File: config.mk
export PLATFORM = sky130hd
export DESIGN_NAME = sum_accumulator
export DESIGN_NICKNAME = d
export VERILOG_FILES = /design/src/rtl/sum_accumulator_pkg.sv /design/src/rtl/sum_accumulator.sv
export SDC_FILE = /design/constraint.sdc
export NUM_CORES = 1
export LEC_CHECK = 0
export CAP_MARGIN = 15
export CORE_MARGIN = 5
export CORE_UTILIZATION = 25
export DETAILED_ROUTE_END_ITERATION = 16
export SYNTH_ARGS = -nofsm -noshare
export SYNTH_HDL_FRONTEND = slang
export SYNTH_SLANG_ARGS = --single-unit
File: constraint.sdc
create_clock -name clk -period 3.01 [get_ports clk]
set_input_delay 0.4515 -clock clk [delete_from_list [all_inputs] [get_ports clk]]
set_output_delay 0.4515 -clock clk [all_outputs]
set_load 0.005 [all_outputs]
File: src/rtl/sum_accumulator_pkg.sv
// Shared definitions for the frame accumulator: FSM encoding and beat width.
package sum_accumulator_pkg;

  typedef enum logic [1:0] {
    ST_IDLE  = 2'd0,
    ST_ACCUM = 2'd1,
    ST_DONE  = 2'd2
  } state_e;

  // Width of one {cout, sum} beat from the 16-bit adder.
  localparam int BEAT_W = 17;

endpackage

File: src/rtl/sum_accumulator.sv
// Accumulates FRAME_LEN {cout, sum} beats into an ACC_W-bit total with a
// sticky overflow flag; ready/valid on the input beat and the frame result.
module sum_accumulator
  import sum_accumulator_pkg::*;
#(
  parameter int ACC_W     = 24,
  parameter int FRAME_LEN = 16,
  parameter int CNT_W     = 9
) (
  input  logic             clk,
  input  logic             rst_n,
  input  logic             start,
  input  logic             abort,
  input  logic             in_valid,
  output logic             in_ready,
  input  logic [15:0]      in_sum,
  input  logic             in_cout,
  output logic             out_valid,
  input  logic             out_ready,
  output logic [ACC_W-1:0] out_acc,
  output logic             out_ovf,
  output logic             busy,
  output logic [CNT_W-1:0] count
);

  // Handshake: a transfer happens on a rising edge where valid && ready are
  // both high; ready is decoded from state only and never depends on valid.

  state_e           state_q, state_d;
  logic [ACC_W-1:0] acc_q, acc_d;
  logic [CNT_W-1:0] count_q, count_d;
  logic             ovf_q, ovf_d;
  logic [ACC_W-1:0] out_acc_q, out_acc_d;
  logic             out_ovf_q, out_ovf_d;

  logic [ACC_W-1:0] beat_val;
  logic [ACC_W:0]   sum_w;
  logic             last_beat;

  assign beat_val  = ACC_W'({in_cout, in_sum});
  assign sum_w     = {1'b0, acc_q} + {1'b0, beat_val};
  assign last_beat = (count_q == CNT_W'(FRAME_LEN - 1));

  always_comb begin
    state_d   = state_q;
    acc_d     = acc_q;
    count_d   = count_q;
    ovf_d     = ovf_q;
    out_acc_d = out_acc_q;
    out_ovf_d = out_ovf_q;

    if (abort) begin
      // Result registers keep the last completed frame across an abort.
      state_d = ST_IDLE;
      acc_d   = '0;
      count_d = '0;
      ovf_d   = 1'b0;
    end else begin
      unique case (state_q)
        ST_IDLE: begin
          if (start) begin
            state_d = ST_ACCUM;
            acc_d   = '0;
            count_d = '0;
            ovf_d   = 1'b0;
          end
        end
        ST_ACCUM: begin
          if (in_valid) begin
            acc_d = sum_w[ACC_W-1:0];
            ovf_d = ovf_q | sum_w[ACC_W];
            if (last_beat) begin
              state_d   = ST_DONE;
              count_d   = '0;
              out_acc_d = sum_w[ACC_W-1:0];
              out_ovf_d = ovf_q | sum_w[ACC_W];
            end else begin
              count_d = count_q + CNT_W'(1);
            end
          end
        end
        ST_DONE: begin
          if (out_ready) begin
            if (start) begin
              // Back-to-back frames skip the IDLE bubble.
              state_d = ST_ACCUM;
              acc_d   = '0;
              count_d = '0;
              ovf_d   = 1'b0;
            end else begin
              state_d = ST_IDLE;
            end
          end
        end
        default: state_d = ST_IDLE;
      endcase
    end
  end

  always_ff @(posedge clk or negedge rst_n) begin
    if (!rst_n) begin
      state_q   <= ST_IDLE;
      acc_q     <= '0;
      count_q   <= '0;
      ovf_q     <= 1'b0;
      out_acc_q <= '0;
      out_ovf_q <= 1'b0;
    end else begin
      state_q   <= state_d;
      acc_q     <= acc_d;
      count_q   <= count_d;
      ovf_q     <= ovf_d;
      out_acc_q <= out_acc_d;
      out_ovf_q <= out_ovf_d;
    end
  end

  assign in_ready  = (state_q == ST_ACCUM);
  assign out_valid = (state_q == ST_DONE);
  assign busy      = (state_q != ST_IDLE);
  assign count     = count_q;
  assign out_acc   = out_acc_q;
  assign out_ovf   = out_ovf_q;

endmodule
==> run summary, run 1 <==
Final worst slack - 0.2849 ns
Post-route ant nets - 0
FF+latch count, synth - 61
Initial core utilization - 25.59%
CTS Hold Bufs - 0
Clock buffer depth - 2
Max-slew headroom - 45.55%
Via density - 4.809
Starting DRT DRC Count - 181
Final setup violation count - 0
Worst endpoint required time - 3.22 ns
H-tree depth - 3
Die Wd - 129.7 um
Setup TNS - 0 ns
Sw power - 0.5375 mW
N_diodes - 0
Vias in the first global route - 3090
WS Path Type - input port to flop
Post-Syn Area - 3580 um^2
Largest net degree at the start of global routing - 62
Pre-CTS WS - -0.03513 ns
Arr. time, crit path - 2.93 ns
Critical Path Start Type - input port
First-pass GRT wire length - 15560 um
Syn nets - 408
IO buf count - 59
Clk_lat worst skew - 0.33 ns
Register area share after synthesis - 42.64%
EDFF count, synth - 0
CTS root buf - clkbuf_16
DR WL/cell - 15.19 um
Maxcap violations - 0
Worst setup EP type - flop
Remaining Overflow, GRT - 0
CTS Buf Count - 9
GRT Util Overall - 11.65%
Share of power burned in registers - 39.4%
Count leader, synth - dfrtp_1
Sw Ratio - 25.07%
Highest Clock Rate - 0.3670 GHz
Final Net Count - 470
Final Critical Period - 2.725 ns
Post-CTS setup buffer count - 0
Dpl hpwl - 6705 um
Syn-to-layout area delta - 29.74%
Ports - 60
Cell taking the most area after synthesis - dfrtp_1
Die H - 129.7 um
Maximum vdd drop - 248.1 uV
CTS tree - yes
Die area - 16810 um^2
Internal - 1.607 mW
Share of cells above drive strength 1 - 13.63%
Measured slew at the worst slew-check pin - 0.8168 ns
Core area - 13990 um^2
Leak - 2.041 nW
Synth top area share - 42.64%
Synth Warn # - 0
Netlist cell types - 57
Total iterations of the first detailed-routing run - 4
DRC viols - 0
Crit-path max FO - 3
FILL cells - 1426
RSZ-0062 raised after global routing - no
Clk pwr share - 47.9%
Clock transition at the registers of the reported paths - 0.05 ns
Mean cell area of the mapped netlist - 9.781 um^2
Main area contributors after synthesis - dfrtp_1, ha_1, mux2_2
Gpl congestion - 0.8104
Initial antenna violation count - 0
Synth Flop Type - dfrtp_1
Status - finished clean
Reg2Reg Setup Slack - 0.51 ns
Ys async rst share - 100.0%
Final Max Slew Viols - 0
PwrDens - 461.7 nW/um^2
Wirelength, routed - 9314 um
Resize count post-CTS - 0
CTS Sinks - 61
Post-synth top cells - dfrtp_1, nand2_1, o21ai_0
Setup Skew - 0.005173 ns
HP Class - input port to async pin
Row count - 43
Final Hold Fails - 0
DR vias - 2948
Fin crit share - 90.53%
Synth Instances - 366
Logic gate share of total power - 12.8%
[power groups by stage]
stage                     clock [mW]  sequential [mW]  combinational (mW)
after detailed placement           0            0.858               0.275
after floorplan                    0            0.855               0.165
after global routing            1.09            0.845               0.307
final                           1.03            0.844               0.274
after global placement             0            0.857               0.272
after CTS                       1.06            0.843               0.277
[registers in the layout (all words and copies together), names as in the netlist]
name	count
state_q	2
out_ovf	1
out_acc	24
ovf_q	1
acc_q	24
count	9
[cell type report]
type	instances	area [um^2]	share of cell area, %
inverter	9	33.78	0.7274
timing repair buffer	71	675.6	14.55
tap	180	225.2	4.849
clock inverter	5	50.05	1.078
sequential	61	1526	32.87
clock buffer	11	242.7	5.226
multi-input combinational	276	1891	40.71
[per-layer routing]
| metal | global-route usage, % | up-vias | share of wire (%) |
|---|---|---|---|
| met2 | 17.80 | 56 | 45 |
| met5 | 0 | - | 0 |
| met4 | 3.790 | 0 | 1.5 |
| li1 | - | 1448 | - |
| met1 | 15.53 | 1432 | 48 |
| met3 | 3.957 | 12 | 5.3 |
[logic make-up after synthesis]
group	Yosys count	synth area share, %
flip-flops	61	42.64
AO/OA/AOI/OAI	116	21.57
XOR/XNOR	19	4.649
multiplexers	15	4.719
buffers and inverters	29	4.614
AND/OR/NAND/NOR	107	14.96
adder cells (fa/ha/maj)	19	6.851
[worst paths after layout]
check                            from          end  cells past startpoint
setup / recovery            in_sum[0]  out_acc[16]                     11
max in group asynchronous       rst_n  out_acc[20]                      2
min in group clk           out_acc[1]   out_acc[1]                      2
setup reg to reg             acc_q[0]  out_acc[16]                     10
hold / removal                  rst_n  out_acc[11]                      2
hold reg to reg            out_acc[1]   out_acc[1]                      2
[critical path: stages]
cell	delay, ns
clkdlybuf4s50_1	0.46
ha_1	0.16
inv_1	0.05
fa_1	0.40
nor2b_1	0.18
o2111ai_1	0.21
a21oi_1	0.23
o21ai_0	0.16
o21ai_1	0.21
xor2_1	0.12
mux2_2	0.28
[per-stage QoR]
step / cells / utilization (%) / power [mW] / cell area, um^2 / hold WS, ns
after floorplan: 366 / - / 1.020 / 3580 / 0.1559
after global placement: 597 / 31.11 / 1.129 / 4352 / 0.4600
after detailed placement: 597 / 31.11 / 1.132 / 4352 / 0.4770
after CTS: 613 / 33.20 / 2.180 / 4644 / 0.3413
after global routing: 613 / 33.20 / 2.244 / 4644 / 0.3951
final: 613 / 33.20 / 2.144 / 4644 / 0.3080
[cell usage in the layout (no fill, tap or decap), types with 5 or more instances in the layout]
| cell type | instances |
|---|---|
| nand2_1 | 40 |
| nand3_1 | 10 |
| o21ai_0 | 28 |
| xnor2_1 | 14 |
| o31ai_1 | 5 |
| inv_1 | 9 |
| xor2_1 | 5 |
| buf_4 | 12 |
| mux2_2 | 15 |
| clkbuf_16 | 9 |
| nand4_1 | 5 |
| clkdlybuf4s50_1 | 58 |
| dfrtp_1 | 61 |
| ha_1 | 18 |
| nor2_1 | 18 |
| a21o_1 | 5 |
| a21oi_1 | 28 |
| a22o_1 | 17 |
| a31oi_1 | 9 |
| nor2b_1 | 8 |
No activity file was read; power rests on OpenSTA's default activity.
==> run 2, diff against run 1 <==
--- a/config.mk
+++ b/config.mk
@@ -5,10 +5,11 @@
 export SDC_FILE = /design/constraint.sdc
 export NUM_CORES = 1
 export LEC_CHECK = 0
-export CAP_MARGIN = 15
+export CAP_MARGIN = 20
 export CORE_MARGIN = 5
-export CORE_UTILIZATION = 25
+export CORE_UTILIZATION = 50
 export DETAILED_ROUTE_END_ITERATION = 16
+export PLACE_DENSITY = 0.76
 export SYNTH_ARGS = -nofsm -noshare
 export SYNTH_HDL_FRONTEND = slang
 export SYNTH_SLANG_ARGS = --single-unit
==> run summary, run 2 (synthesized netlist as in run 1, its figures left out) <==
First-pass GRT wire length - 13970 um
Initial antenna violation count - 0
Final Hold Fails - 0
Maximum vdd drop - 239.1 uV
Remaining Overflow, GRT - 0
Reg2reg path depth - 10
Critical path cell sequence - clkdlybuf4s50_1 > ha_1 > inv_1 > fa_1 > nor2b_1 > o2111ai_1 > a21oi_1 > o21ai_0 > o21ai_0 > xor2_1 > mux2_2
Dpl hpwl - 5847 um
Clock buffer depth - 2
Post-route ant nets - 0
PwrDens - 414.6 nW/um^2
RSZ-0062 raised after global routing - no
Die area - 8952 um^2
Clk_lat worst skew - 0.35 ns
Die H - 94.62 um
FILL cells - 564
Non-Filler Instances - 525
Buf+Inv Stages, Crit Path - 2
DR WL/cell - 15.51 um
Core area - 6869 um^2
Row count - 30
CTS root buf - clkbuf_8
Via density - 5.575
Starting DRT DRC Count - 89
DR vias - 2927
Final Critical Period - 2.710 ns
IO buf count - 59
GRT Util Overall - 19.87%
Crit path largest cell delay - 0.46 ns
Slowest cell on crit path - clkdlybuf4s50_1
Crit-path max FO - 3
Delay-heaviest family, CP - compound AO/OA/AOI/OAI gates
Worst endpoint required time - 3.24 ns
Post-CTS setup buffer count - 0
HP Class - input port to async pin
Syn-to-layout area delta - 23.91%
Fin crit share - 90.02%
Maxcap violations - 0
Final Net Count - 466
Largest net degree at the start of global routing - 45
Setup TNS - 0 ns
Total iterations of the first detailed-routing run - 4
Clock transition at the registers of the reported paths - 0.07 ns
Leak - 1.972 nW
Final Max Slew Viols - 0
H-tree depth - 3
RR Endpoint - out_acc[16]
Worst setup EP type - flop
Hold_ws - 0.09282 ns
Wirelength, routed - 8141 um
Resize count post-CTS - 0
Ports - 60
DRC viols - 0
N_diodes - 0
WS Path Type - input port to flop
Initial core utilization - 52.11%
CTS tree - yes
CTS Sinks - 61
Status - finished clean
Setup Skew - 0.005564 ns
Most frequent cells in the layout - dfrtp_1, clkdlybuf4s50_1, nand2_1, o21ai_0, a21oi_1
Critical Path Start Type - input port
FF-to-FF Start - acc_q[0]
Vias in the first global route - 2985
Measured slew at the worst slew-check pin - 0.9853 ns
Reg2Reg Setup Slack - 0.51 ns
Max-slew headroom - 34.32%
Final setup violation count - 0
Arr. time, crit path - 2.94 ns
Highest Clock Rate - 0.3691 GHz
CTS Hold Bufs - 0
CTS Buf Count - 9
DP Cell Count - 508
Share of cells above drive strength 1 - 13.05%
Gpl congestion - 0.8370
Cell mode on critical path - o21ai_0
Commonest non-fill, non-tap cell in the layout - dfrtp_1
Die Wd - 94.62 um
[run 2: cell count changes in the layout (fill, tap and decap cells not counted)]
cell	delta
clkinvlp_4	+3
clkbuf_8	+8
buf_16	+1
buf_4	-5
o21ai_1	-1
o21ai_0	+1
clkinv_4	+1
inv_6	+1
clkbuf_1	-1
clkbuf_16	-9
clkinv_2	-3
[run 2: worst max path at each step]
stage,start,endpoint,slack [ns],cells past startpoint
after global routing,in_sum[0],out_acc[16],0.06,11
after CTS,in_sum[0],out_acc[16],0.31,11
after floorplan,in_sum[0],out_acc[16],0.66,10
after global placement,in_sum[0],out_acc[16],0.03,11
final,in_sum[0],out_acc[16],0.30,11
after detailed placement,in_sum[0],out_acc[16],-0.05,11
[run 2: per-stage QoR]
step                utilization, %  area [um^2]  power [mW]  setup WS (ns)
finish                       64.57         4436       1.839         0.3005
global route                 64.57         4436       1.932        0.05885
CTS                          64.17         4408       1.855         0.3118
detailed placement           61.28         4209       1.118       -0.04506
global placement             61.28         4209       1.113        0.03004
floorplan                        -         3580       1.020         0.6646
[run 2: area by class of cell]
cell class	instances	area, um^2	area share [%]
Timing Repair Buffer	67	665.6	15.01
Clock buffer	9	123.9	2.793
Clock inverter	7	75.07	1.693
Multi-Input combinational cell	276	1891	42.62
Sequential cell	61	1526	34.41
Tap cell	96	120.1	2.708
Inverter	9	33.78	0.7616
[run 2: where the power goes]
group | total (mW) | switching, mW | internal, mW
Combinational | 0.265 | 0.153 | 0.113
Sequential | 0.842 | 0.00986 | 0.832
Clock | 0.732 | 0.347 | 0.384
Total | 1.84 | 0.510 | 1.33
[run 2: metal layers]
metal	part of all wire (%)	track usage, %
met4	1.2	5.769
met2	46	31.06
met1	49	27.14
met5	0	0
met3	3.9	5.259
==> run 3, diff against run 2 <==
==> constraint.sdc (replaced) <==
create_clock -name clk -period 3.01 [get_ports clk]
set_input_delay 0.4515 -clock clk [delete_from_list [all_inputs] [get_ports clk]]
set_output_delay 0.4515 -clock clk [all_outputs]
set_load 0.02 [all_outputs]
==> results of run 3 <==
The final DEF is identical to that of run 2. Status: finished clean.
Among the figures that moved: total power 1.839 mW -> 1.844 mW
